File: src/rtl/mem_bus_arbiter_pkg.sv
// Shared types and constants for the instruction/data memory bus arbiter.
// Latency: n/a (declarations only).
// Backpressure: n/a.
package mem_bus_arbiter_pkg;

  // Access size code used by the memory port.
  typedef logic [2:0] msize_t;
  // Byte write strobe. An all-zero strobe means a read.
  typedef logic [7:0] strobe_t;

  // Arbiter FSM encoding.
  typedef enum logic [1:0] {
    ARB_IDLE   = 2'd0,
    ARB_BUSY_I = 2'd1,
    ARB_BUSY_D = 2'd2
  } arb_state_t;

  // Instruction fetches are always issued as a 32-bit word read.
  localparam msize_t ARB_ISIZE = 3'b010;

endpackage

File: src/rtl/mem_bus_arbiter_if.sv
// Bundle of the ibus/dbus request/response and downstream memory signals.
// Latency: n/a (wiring only).
// Backpressure: the downstream port completes a beat with m_ready; the core buses hold valid until data_ok.
interface mem_bus_arbiter_if;
  import mem_bus_arbiter_pkg::*;

  // instruction bus
  logic        ireq_valid;
  logic [63:0] ireq_addr;
  logic        iresp_data_ok;
  logic [31:0] iresp_data;

  // data bus
  logic        dreq_valid;
  logic [63:0] dreq_addr;
  msize_t      dreq_size;
  strobe_t     dreq_strobe;
  logic [63:0] dreq_data;
  logic        dresp_data_ok;
  logic [63:0] dresp_data;

  // downstream memory port
  logic        m_valid;
  logic [63:0] m_addr;
  msize_t      m_size;
  strobe_t     m_strobe;
  logic [63:0] m_data;
  logic        m_ready;
  logic [63:0] m_rdata;

  // arbiter side
  modport master (
    input  ireq_valid, ireq_addr,
    output iresp_data_ok, iresp_data,
    input  dreq_valid, dreq_addr, dreq_size, dreq_strobe, dreq_data,
    output dresp_data_ok, dresp_data,
    output m_valid, m_addr, m_size, m_strobe, m_data,
    input  m_ready, m_rdata
  );

  // core + memory environment side
  modport slave (
    output ireq_valid, ireq_addr,
    input  iresp_data_ok, iresp_data,
    output dreq_valid, dreq_addr, dreq_size, dreq_strobe, dreq_data,
    input  dresp_data_ok, dresp_data,
    input  m_valid, m_addr, m_size, m_strobe, m_data,
    output m_ready, m_rdata
  );

endinterface

File: src/rtl/mem_bus_arbiter_perf.sv
// Saturating event counters for ibus grants, dbus grants and ibus wait cycles.
// Latency: each event is reflected in its counter one cycle after it is seen.
// Backpressure: none; counters stick at all-ones instead of wrapping.
module mem_arb_perf (
  input  logic        clk,
  input  logic        reset,
  input  logic        i_igrant,
  input  logic        i_dgrant,
  input  logic        i_iwait,
  output logic [31:0] o_igrant_cnt,
  output logic [31:0] o_dgrant_cnt,
  output logic [31:0] o_iwait_cnt
);

  localparam logic [31:0] CNT_MAX = 32'hFFFF_FFFF;

  logic [31:0] r_igrant_cnt;
  logic [31:0] r_dgrant_cnt;
  logic [31:0] r_iwait_cnt;

  // count ibus grants, saturating
  always_ff @(posedge clk or negedge reset) begin
    if (!reset)                                   r_igrant_cnt <= '0;
    else if (i_igrant && r_igrant_cnt != CNT_MAX) r_igrant_cnt <= r_igrant_cnt + 32'd1;
  end

  // count dbus grants, saturating
  always_ff @(posedge clk or negedge reset) begin
    if (!reset)                                   r_dgrant_cnt <= '0;
    else if (i_dgrant && r_dgrant_cnt != CNT_MAX) r_dgrant_cnt <= r_dgrant_cnt + 32'd1;
  end

  // count cycles the ibus is requesting without owning the port, saturating
  always_ff @(posedge clk or negedge reset) begin
    if (!reset)                                r_iwait_cnt <= '0;
    else if (i_iwait && r_iwait_cnt != CNT_MAX) r_iwait_cnt <= r_iwait_cnt + 32'd1;
  end

  assign o_igrant_cnt = r_igrant_cnt;
  assign o_dgrant_cnt = r_dgrant_cnt;
  assign o_iwait_cnt  = r_iwait_cnt;

endmodule

File: src/rtl/mem_bus_arbiter.sv
// Shares one single-beat memory port between ibus and dbus; dbus first, starvation guard for ibus.
// Latency: request in IDLE cycle t -> m_valid at t+1; data_ok same cycle as m_ready; one IDLE bubble after.
// Backpressure: m_* held stable until m_ready; optional perf counters enabled by ARB_PERF_CNT_EN.
module mem_bus_arbiter
  import mem_bus_arbiter_pkg::*;
#(
  parameter int STARVE_MAX = 4
) (
  input  logic              clk,
  input  logic              reset,
  mem_bus_arbiter_if.master bus
`ifdef ARB_PERF_CNT_EN
  ,
  output logic [31:0]       perf_igrant,
  output logic [31:0]       perf_dgrant,
  output logic [31:0]       perf_iwait
`endif
);

  localparam logic [1:0] S_IDLE   = ARB_IDLE;
  localparam logic [1:0] S_BUSY_I = ARB_BUSY_I;
  localparam logic [1:0] S_BUSY_D = ARB_BUSY_D;

  localparam int              CW         = $clog2(STARVE_MAX + 1);
  localparam logic [CW-1:0]   STARVE_LIM = CW'(STARVE_MAX);

  logic [1:0]    r_state;
  logic          r_m_valid;
  logic [63:0]   r_m_addr;
  msize_t        r_m_size;
  strobe_t       r_m_strobe;
  logic [63:0]   r_m_data;
  logic [CW-1:0] r_starve_cnt;
  logic          r_abort;

  logic w_idle;
  logic w_busy_i;
  logic w_busy_d;
  logic w_force_i;
  logic w_grant_d;
  logic w_grant_i;
  logic w_done;
  logic w_owner_vld;
  logic w_ok_i;
  logic w_ok_d;

  assign w_idle   = (r_state == S_IDLE);
  assign w_busy_i = (r_state == S_BUSY_I);
  assign w_busy_d = (r_state == S_BUSY_D);

  // ibus has waited through STARVE_MAX dbus grants: it goes next regardless of dbus
  assign w_force_i = bus.ireq_valid && (r_starve_cnt == STARVE_LIM);
  assign w_grant_d = w_idle && bus.dreq_valid && !w_force_i;
  assign w_grant_i = w_idle && bus.ireq_valid && !w_grant_d;

  // m_ready only matters while a request is out; it always retires the beat in one cycle
  assign w_done      = r_m_valid && bus.m_ready && !w_idle;
  assign w_owner_vld = w_busy_i ? bus.ireq_valid : bus.dreq_valid;

  // an owner that has let go (now, or earlier in this transaction) gets no response
  assign w_ok_i = w_done && w_busy_i && bus.ireq_valid && !r_abort;
  assign w_ok_d = w_done && w_busy_d && bus.dreq_valid && !r_abort;

  // FSM and downstream request registers: load on grant, hold until the beat retires
  always_ff @(posedge clk or negedge reset) begin
    if (!reset) begin
      r_state    <= S_IDLE;
      r_m_valid  <= 1'b0;
      r_m_addr   <= '0;
      r_m_size   <= '0;
      r_m_strobe <= '0;
      r_m_data   <= '0;
    end else begin
      case (r_state)
        S_IDLE: begin
          if (w_grant_d) begin
            r_state    <= S_BUSY_D;
            r_m_valid  <= 1'b1;
            r_m_addr   <= bus.dreq_addr;
            r_m_size   <= bus.dreq_size;
            r_m_strobe <= bus.dreq_strobe;
            r_m_data   <= bus.dreq_data;
          end else if (w_grant_i) begin
            r_state    <= S_BUSY_I;
            r_m_valid  <= 1'b1;
            r_m_addr   <= bus.ireq_addr;
            r_m_size   <= ARB_ISIZE;
            r_m_strobe <= '0;
            r_m_data   <= '0;
          end
        end
        S_BUSY_I, S_BUSY_D: begin
          if (w_done) begin
            r_state   <= S_IDLE;
            r_m_valid <= 1'b0;
          end
        end
        default: begin
          r_state   <= S_IDLE;
          r_m_valid <= 1'b0;
        end
      endcase
    end
  end

  // starvation counter: dbus grants taken while ibus was waiting
  always_ff @(posedge clk or negedge reset) begin
    if (!reset) begin
      r_starve_cnt <= '0;
    end else if (w_grant_d && bus.ireq_valid) begin
      if (r_starve_cnt != STARVE_LIM) r_starve_cnt <= r_starve_cnt + 1'b1;
    end else if (w_grant_i) begin
      r_starve_cnt <= '0;
    end else if (w_idle && !bus.ireq_valid) begin
      r_starve_cnt <= '0;
    end
  end

  // abort flag: owner dropped valid mid-transaction; cleared as the beat retires and in IDLE
  always_ff @(posedge clk or negedge reset) begin
    if (!reset) r_abort <= 1'b0;
    else        r_abort <= !w_idle && !w_done && (r_abort || !w_owner_vld);
  end

  assign bus.m_valid  = r_m_valid;
  assign bus.m_addr   = r_m_addr;
  assign bus.m_size   = r_m_size;
  assign bus.m_strobe = r_m_strobe;
  assign bus.m_data   = r_m_data;

  assign bus.iresp_data_ok = w_ok_i;
  assign bus.iresp_data    = !w_ok_i     ? 32'd0 :
                             r_m_addr[2] ? bus.m_rdata[63:32] : bus.m_rdata[31:0];
  assign bus.dresp_data_ok = w_ok_d;
  assign bus.dresp_data    = w_ok_d ? bus.m_rdata : 64'd0;

`ifdef ARB_PERF_CNT_EN
  logic w_iwait;
  assign w_iwait = bus.ireq_valid && !w_busy_i;

  mem_arb_perf u_perf (
    .clk          (clk),
    .reset        (reset),
    .i_igrant     (w_grant_i),
    .i_dgrant     (w_grant_d),
    .i_iwait      (w_iwait),
    .o_igrant_cnt (perf_igrant),
    .o_dgrant_cnt (perf_dgrant),
    .o_iwait_cnt  (perf_iwait)
  );
`endif

endmodule
File: src/flat_wrapper.sv
// flat-port wrapper written by rule: the top's interface ports become plain ports
module mem_bus_arbiter_flat import mem_bus_arbiter_pkg::*;
#(
  parameter int STARVE_MAX = 4
)
  (clk, reset, bus_ireq_valid, bus_ireq_addr, bus_iresp_data_ok, bus_iresp_data, bus_dreq_valid, bus_dreq_addr, bus_dreq_size, bus_dreq_strobe, bus_dreq_data, bus_dresp_data_ok, bus_dresp_data, bus_m_valid, bus_m_addr, bus_m_size, bus_m_strobe, bus_m_data, bus_m_ready, bus_m_rdata);
  mem_bus_arbiter_if bus_i ();
  input  logic clk;
  input  logic reset;
  input wire logic [$bits(bus_i.ireq_valid)-1:0] bus_ireq_valid;
  input wire logic [$bits(bus_i.ireq_addr)-1:0] bus_ireq_addr;
  output wire logic [$bits(bus_i.iresp_data_ok)-1:0] bus_iresp_data_ok;
  output wire logic [$bits(bus_i.iresp_data)-1:0] bus_iresp_data;
  input wire logic [$bits(bus_i.dreq_valid)-1:0] bus_dreq_valid;
  input wire logic [$bits(bus_i.dreq_addr)-1:0] bus_dreq_addr;
  input wire logic [$bits(bus_i.dreq_size)-1:0] bus_dreq_size;
  input wire logic [$bits(bus_i.dreq_strobe)-1:0] bus_dreq_strobe;
  input wire logic [$bits(bus_i.dreq_data)-1:0] bus_dreq_data;
  output wire logic [$bits(bus_i.dresp_data_ok)-1:0] bus_dresp_data_ok;
  output wire logic [$bits(bus_i.dresp_data)-1:0] bus_dresp_data;
  output wire logic [$bits(bus_i.m_valid)-1:0] bus_m_valid;
  output wire logic [$bits(bus_i.m_addr)-1:0] bus_m_addr;
  output wire logic [$bits(bus_i.m_size)-1:0] bus_m_size;
  output wire logic [$bits(bus_i.m_strobe)-1:0] bus_m_strobe;
  output wire logic [$bits(bus_i.m_data)-1:0] bus_m_data;
  input wire logic [$bits(bus_i.m_ready)-1:0] bus_m_ready;
  input wire logic [$bits(bus_i.m_rdata)-1:0] bus_m_rdata;
  assign bus_i.ireq_valid = bus_ireq_valid;
  assign bus_i.ireq_addr = bus_ireq_addr;
  assign bus_iresp_data_ok = bus_i.iresp_data_ok;
  assign bus_iresp_data = bus_i.iresp_data;
  assign bus_i.dreq_valid = bus_dreq_valid;
  assign bus_i.dreq_addr = bus_dreq_addr;
  assign bus_i.dreq_size = bus_dreq_size;
  assign bus_i.dreq_strobe = bus_dreq_strobe;
  assign bus_i.dreq_data = bus_dreq_data;
  assign bus_dresp_data_ok = bus_i.dresp_data_ok;
  assign bus_dresp_data = bus_i.dresp_data;
  assign bus_m_valid = bus_i.m_valid;
  assign bus_m_addr = bus_i.m_addr;
  assign bus_m_size = bus_i.m_size;
  assign bus_m_strobe = bus_i.m_strobe;
  assign bus_m_data = bus_i.m_data;
  assign bus_i.m_ready = bus_m_ready;
  assign bus_i.m_rdata = bus_m_rdata;
  mem_bus_arbiter #(.STARVE_MAX(STARVE_MAX)) u_core (.clk(clk), .reset(reset), .bus(bus_i));
endmodule
File: config.mk
export PLATFORM = sky130hd
export DESIGN_NAME = mem_bus_arbiter_flat
export DESIGN_NICKNAME = d
export VERILOG_FILES = /design/src/rtl/mem_bus_arbiter_pkg.sv /design/src/rtl/mem_bus_arbiter_if.sv /design/src/rtl/mem_bus_arbiter_perf.sv /design/src/rtl/mem_bus_arbiter.sv /design/src/flat_wrapper.sv
export SDC_FILE = /design/constraint.sdc
export NUM_CORES = 1
export LEC_CHECK = 0
export CORE_AREA = 2 2 197 199
export CTS_BUF_LIST = sky130_fd_sc_hd__clkbuf_16
export CTS_CLUSTER_DIAMETER = 80
export CTS_CLUSTER_SIZE = 30
export DETAILED_ROUTE_END_ITERATION = 6
export DIE_AREA = 0 0 199 201
export PLACE_DENSITY = 0.52
export SETUP_SLACK_MARGIN = 0.4
export SLEW_MARGIN = 20
export SYNTH_ARGS = -nofsm -noshare
export SYNTH_HDL_FRONTEND = slang
export SYNTH_SLANG_ARGS = --single-unit
File: constraint.sdc
create_clock -name clk -period 2.75 [get_ports clk]
set_input_delay 0.825 -clock clk [delete_from_list [all_inputs] [get_ports clk]]
set_output_delay 0.825 -clock clk [all_outputs]
set_load 0.01 [all_outputs]
Word level (Yosys, flattened, before mapping)
Index checks and enable logic that the tools add are counted.
Cells by class
  add/sub/neg operators: 1
  reduce and logical (&&, ||, !) cells: 32
  equality and inequality tests: 7
  mux-type cells: 24
Operators with widths (number)
  $mux 64: 5
  $mux 32: 2
  $mux 3: 6
  $logic_and 1x1->1: 17
  $mux 8: 2
  $logic_not 1->1: 7
  $mux 2: 3
  $ne 3x3->1 const B: 2
  $reduce_and 2->1: 3
  $mux 1: 4
  $pmux 2 s2: 1
  $add 3x1->3 const B: 1
  $eq 3x3->1 const B: 1
  $reduce_bool 3->1: 1
  $eq 2x1->1 const B: 1
  $eq 2x2->1 const B: 1
  $logic_not 2->1: 1
  $ne 2x1->1 const B: 1
  $ne 2x2->1 const B: 1
  $pmux 1 s2: 1
  $reduce_bool 2->1: 1
  $reduce_or 2->1: 1
  $logic_or 1x1->1: 1
Storage, ports and cells
  register bits after elaboration: 146
  input port bits: 272
  output and inout bits: 238

Longest topological paths before layout
  depth in word-level cells: 9
  gate-level depth with buffers: 9
  mapped depth without buffers: 6

Least setup slack after synthesis
No wires, ideal clock.
  path type: in2out
  start: in bus_m_ready
  end: out bus_dresp_data[10]
  data required time: 1.925 ns
  slack: 0.249 ns
  arrival time: 1.676 ns
  cell stages on the path: 6
  cells stage by stage: nand2_1 > nor3_2 > and3_1 > buf_2 > clkbuf_2 > and2_1
Between the ends
  word-level cells in the longest chain between the ends: 6
Ends and longest elaborated chain
  start: declaration: line flat_wrapper.sv:26  | input wire logic [$bits(bus_i.m_ready)-1:0] bus_m_ready;
  $logic_and 1x1->1 (2 in a row): line mem_bus_arbiter.sv:57  | assign w_done = r_m_valid && bus.m_ready && !w_idle;
  $logic_and 1x1->1 (3 in a row): line mem_bus_arbiter.sv:62  | assign w_ok_d = w_done && w_busy_d && bus.dreq_valid && !r_abort;
  $mux 64: line mem_bus_arbiter.sv:135  | assign bus.dresp_data = w_ok_d ? bus.m_rdata : 64'd0;
  end: declaration: line flat_wrapper.sv:20  | output wire logic [$bits(bus_i.dresp_data)-1:0] bus_dresp_data;
No other way between the ends.

Worst setup path in the final report
  start: reg u_core.r_state[1]
  end: out bus_dresp_data[27]
Between the ends
  word-level cells in the longest chain between the ends: 7
  elaborated cells between the ends (all ways): 8
  classes of those cells: eq/ne (1); mux (1); reduce/logical (6)
Ends and longest elaborated chain
  start: declaration: line mem_bus_arbiter.sv:27  | logic [1:0] r_state;
  start signal: assignment: line mem_bus_arbiter.sv:67  | r_state <= S_IDLE;
  start signal: assignment: line mem_bus_arbiter.sv:77  | r_state <= S_BUSY_D;
  start signal: assignment: line mem_bus_arbiter.sv:84  | r_state <= S_BUSY_I;
  $logic_not 2->1: line mem_bus_arbiter.sv:47  | assign w_idle = (r_state == S_IDLE);
  $logic_not 1->1: line mem_bus_arbiter.sv:57
  $logic_and 1x1->1: line mem_bus_arbiter.sv:57
  $logic_and 1x1->1 * (3 in a row): line mem_bus_arbiter.sv:62
  $mux 64 *: line mem_bus_arbiter.sv:135
Mark *: on every way between the ends. The rest lies on a longest branch, timed or not.

==> results by group <==
Die
  • Full die area: ~40,000 sq um
  • Starting density of the core: a little under a fifth
  • DIE WIDTH: around 200 um
  • # IOs: 510
  • Chip height: 201 um
  • Core area: roughly 38,000 sq um
  • Row count: 72

STA
  • Final Worst Setup Slack: -146.2 ps
  • Max_slew headroom: 67.02%
  • RSZ-0062 raised after global routing: yes
  • Hold slack: approximately 320 ps
  • Final Setup Violations: 85
  • Final Hold Vio Count: 0
  • Actual slew at the worst max-slew pin: just under 500 ps
  • Pins over their slew limit: 0
  • Post-layout minimum cycle time: 2896 ps
  • Final period util: 105.3%
  • Timing-limited maximum frequency: approximately 0.35 GHz
  • Clock skew: between 6 and 7 ps

Worst hold path
  • HP Class: in2async

Drt
  • WL/cell: about 19 um
  • Via Count: 7,498
  • Residual DRC: 0
  • Via density: around 4.2
  • First-pass iteration count of the detailed router: 5
  • Total Wirelength: ~34,000 um
  • Violation count after the first detailed-route iteration: between 200 and 300
  • Post-DRT Antenna Nets: 0

Yosys
  • Syn Nets: 987
  • Synth warn: 0
  • Synthesized instance count: about 700
  • Unique masters post-synth: 27
  • Syn_area_per_cell: 9.800 sq um
  • Post-Syn Area: a little under 7000 sq um
  • Register area share after synthesis: ~53%
  • Seq cells post-synth: approximately 150

Setup path
  • Critical path's largest stage delay: roughly 400 ps
  • WP data arrival: roughly 2100 ps
  • Crit path required time: between 1500 and 2000 ps
  • Crit path kind: reg2out
  • Most used cell, CP: buf_12
  • Slowest CP cell: dfrtp_1
  • R2R Path Start: u_core.r_state[0]$_DFFE_PN0P_
  • CP endpoint kind: output pin
  • Startpoint types: flip-flop
  • Crit-path cells: buf_4 -> ha_4 -> and3_4 -> buf_4 -> buf_12 -> buf_12 -> buf_12 -> and2_4 -> buf_6
  • Crit path from: u_core.r_state[1]$_DFFE_PN0P_
  • CP max FO: 4

Global routing
  • Largest net degree at the start of global routing: between 50 and 60
  • Initial antenna violation count: 7
  • GR Overflow Total: 0
  • Vias in the first global route: about 8,000
  • GR Util All Layers: between 10% and 20%
  • Global-route wire length before repair: a little under 50,000 um

Place
  • Routability cong.: ~0.82
  • IO Port Bufs: 509
  • Placed cells: between 1,500 and 2,000
  • Hpwl dp: around 24,000 um

Run status
  • Violated checks: setup timing
  • Status: finished, violations left

Clock network
  • H-tree levels: 4
  • Worst skew pair latency: ~430 ps
  • CTS max path bufs: 2
  • CTS root buffer: clkbuf_16
  • CTS tree: done
  • Number of buffers created by CTS: 17
  • Clock sinks: 146
  • Hold buffer count at cts: 0
  • Clock transition at the registers of the reported paths: 70 ps

Power
  • Lkg Pwr: approximately 6.3 nW
  • Worst vdd ir: ~0.6 mV
  • Total power: between 0.01 and 0.015 W
  • Pwr dens: between 800 and 900 nW/um^2

Finish
  • Finished Layout Cells: 1,789
  • Final net count: approximately 1,500
  • Proportion of layout cells with a drive suffix above 1: roughly 25%
  • Area Overhead vs Synth: 105.9%

Job
  • MaxCap Viol Count: 0
-- synth_stat cells, drive strengths merged --
cell	instances	area, sq um
dfrtp	146	3654
a21oi	128	640.6
nor2	99	371.6
a22o	74	648.1
nand2	69	259.0
and2	66	412.9
buf	44	317.8
mux2i	35	350.3
clkbuf	16	66.31
ha	6	75.07
inv	6	22.52
nand3	5	25.02
o21ai	4	23.77
and3	2	12.51
o22ai	2	12.51
a31oi	1	6.260
nand4	1	6.260
nor3	1	10.01
o211a	1	10.01
o22a	1	8.760
o2bb2ai	1	8.760
or2	1	6.260
-- critical path: cells and delay by family, from the launching register on --
kind	cells	cell delay, ps
DFF	1	390
and+or+nand+nor	2	320
buffers and inverters	6	780
adders and majority gates	1	150
-- path summary, 6_finish.rpt --
path,slack [ps],cells after the start,end
max in group asynchronous,1760,2,u_core.bus.m_strobe[6]$_DFFE_PN0P_
min in group clk,470,1,u_core.r_starve_cnt[2]$_DFFE_PN0P_
worst min register to register,470,1,u_core.r_starve_cnt[2]$_DFFE_PN0P_
worst max register to register,690,9,u_core.bus.m_addr[63]$_DFFE_PN0P_
worst min-delay path,320,1,u_core.bus.m_addr[28]$_DFFE_PN0P_
worst max-delay path,-150,9,bus_dresp_data[27]
-- per-stage QoR --
step           util (%)  instance area (sq um)  setup TNS (ps)  worst slack [ps]
4_1_cts           37.23                  14190           -8665            -179.9
3_3_place_gp      34.16                  13020          -74050            -803.8
3_5_place_dp      34.16                  13020          -77580            -854.7
5_1_grt           37.53                  14300          -14200            -212.7
6_report          37.54                  14310           -7540            -146.2
2_1_floorplan         -                   7216               0             334.6
-- placed cells by master (no fill, tap or decap), types with 2 or more instances in the layout --
master / Yosys / layout
nand2_1: 69 / 67
buf_16: 0 / 10
clkinv_2: 0 / 4
buf_4: 19 / 37
inv_1: 5 / 4
clkbuf_16: 0 / 17
o21ai_0: 3 / 3
buf_12: 0 / 25
dfrtp_1: 146 / 145
nor2_1: 99 / 70
o22ai_1: 2 / 2
a22o_1: 74 / 74
clkinvlp_4: 0 / 2
diode_2: 0 / 6
clkinv_1: 0 / 2
nand3_1: 5 / 4
nor2_2: 0 / 26
a21oi_1: 128 / 128
mux2i_1: 35 / 35
bufbuf_16: 0 / 2
clkinv_4: 0 / 4
and2_4: 0 / 64
buf_6: 8 / 76
buf_2: 17 / 21
clkdlybuf4s50_1: 0 / 405
inv_2: 1 / 3
clkdlybuf4s15_2: 0 / 4
dlygate4sd2_1: 0 / 3
ha_1: 6 / 3
ha_4: 0 / 2
nor2_4: 0 / 3
-- repair_timing --
action / CTS / global route
buffers inserted: 23 / 2
endpoints found under the setup margin: 99 / 99
resized for setup: 483 / 31
pin swaps: 27 / 14
gates cloned: 12 / 0
-- flip-flops by register name, summed over array words and instances, names as in the netlist --
register and count:
u_core.bus.m_addr 64, u_core.bus.m_data 64, u_core.bus.m_size 3, u_core.bus.m_strobe 8, u_core.bus.m_valid 1, u_core.r_abort 1
u_core.r_starve_cnt 3, u_core.r_state 2
-- logic make-up (layout without fill, tap and decap cells) --
kind of cell / count (synthesis) / after routing / share of synthesized area (%)
AO/OA/AOI/OAI: 212 / 212 / 19.56
adder cells (fa/ha/maj): 6 / 6 / 1.080
buffers and inverters: 66 / 622 / 5.853
flip-flops: 146 / 146 / 52.58
multiplexers: 35 / 35 / 5.042
other: 0 / 6 / 0
AND/OR/NAND/NOR: 244 / 244 / 15.88
-- cell type report --
cell class	instances	area (sq um)
timing repair buffer	584	6217
inverter	6	22.52
multi-input combinational	497	3202
fill	3909	23800
antenna	6	15.01
tap	518	648.1
sequential	146	3655
clock buffer	17	425.4
clock inverter	15	120.1
-- report_power, final --
group          total, W  switching, W  leakage [nW]  internal (W)
clock network   0.00221      0.000980         0.269       0.00123
logic           0.00655       0.00299          4.26       0.00356
registers       0.00367      0.000556          1.77       0.00312
total            0.0124       0.00452          6.30       0.00791
-- metal layers --
layer / routed length (um) / vias up / global-route usage [%]
met4: 823 / 4 / 6.130
met3: 3411 / 36 / 7.157
met2: 16850 / 340 / 28.67
met5: 27 / - / 0
met1: 12810 / 3582 / 18.01
li1: - / 3536 / -
(Power assumes the default switching activity.)
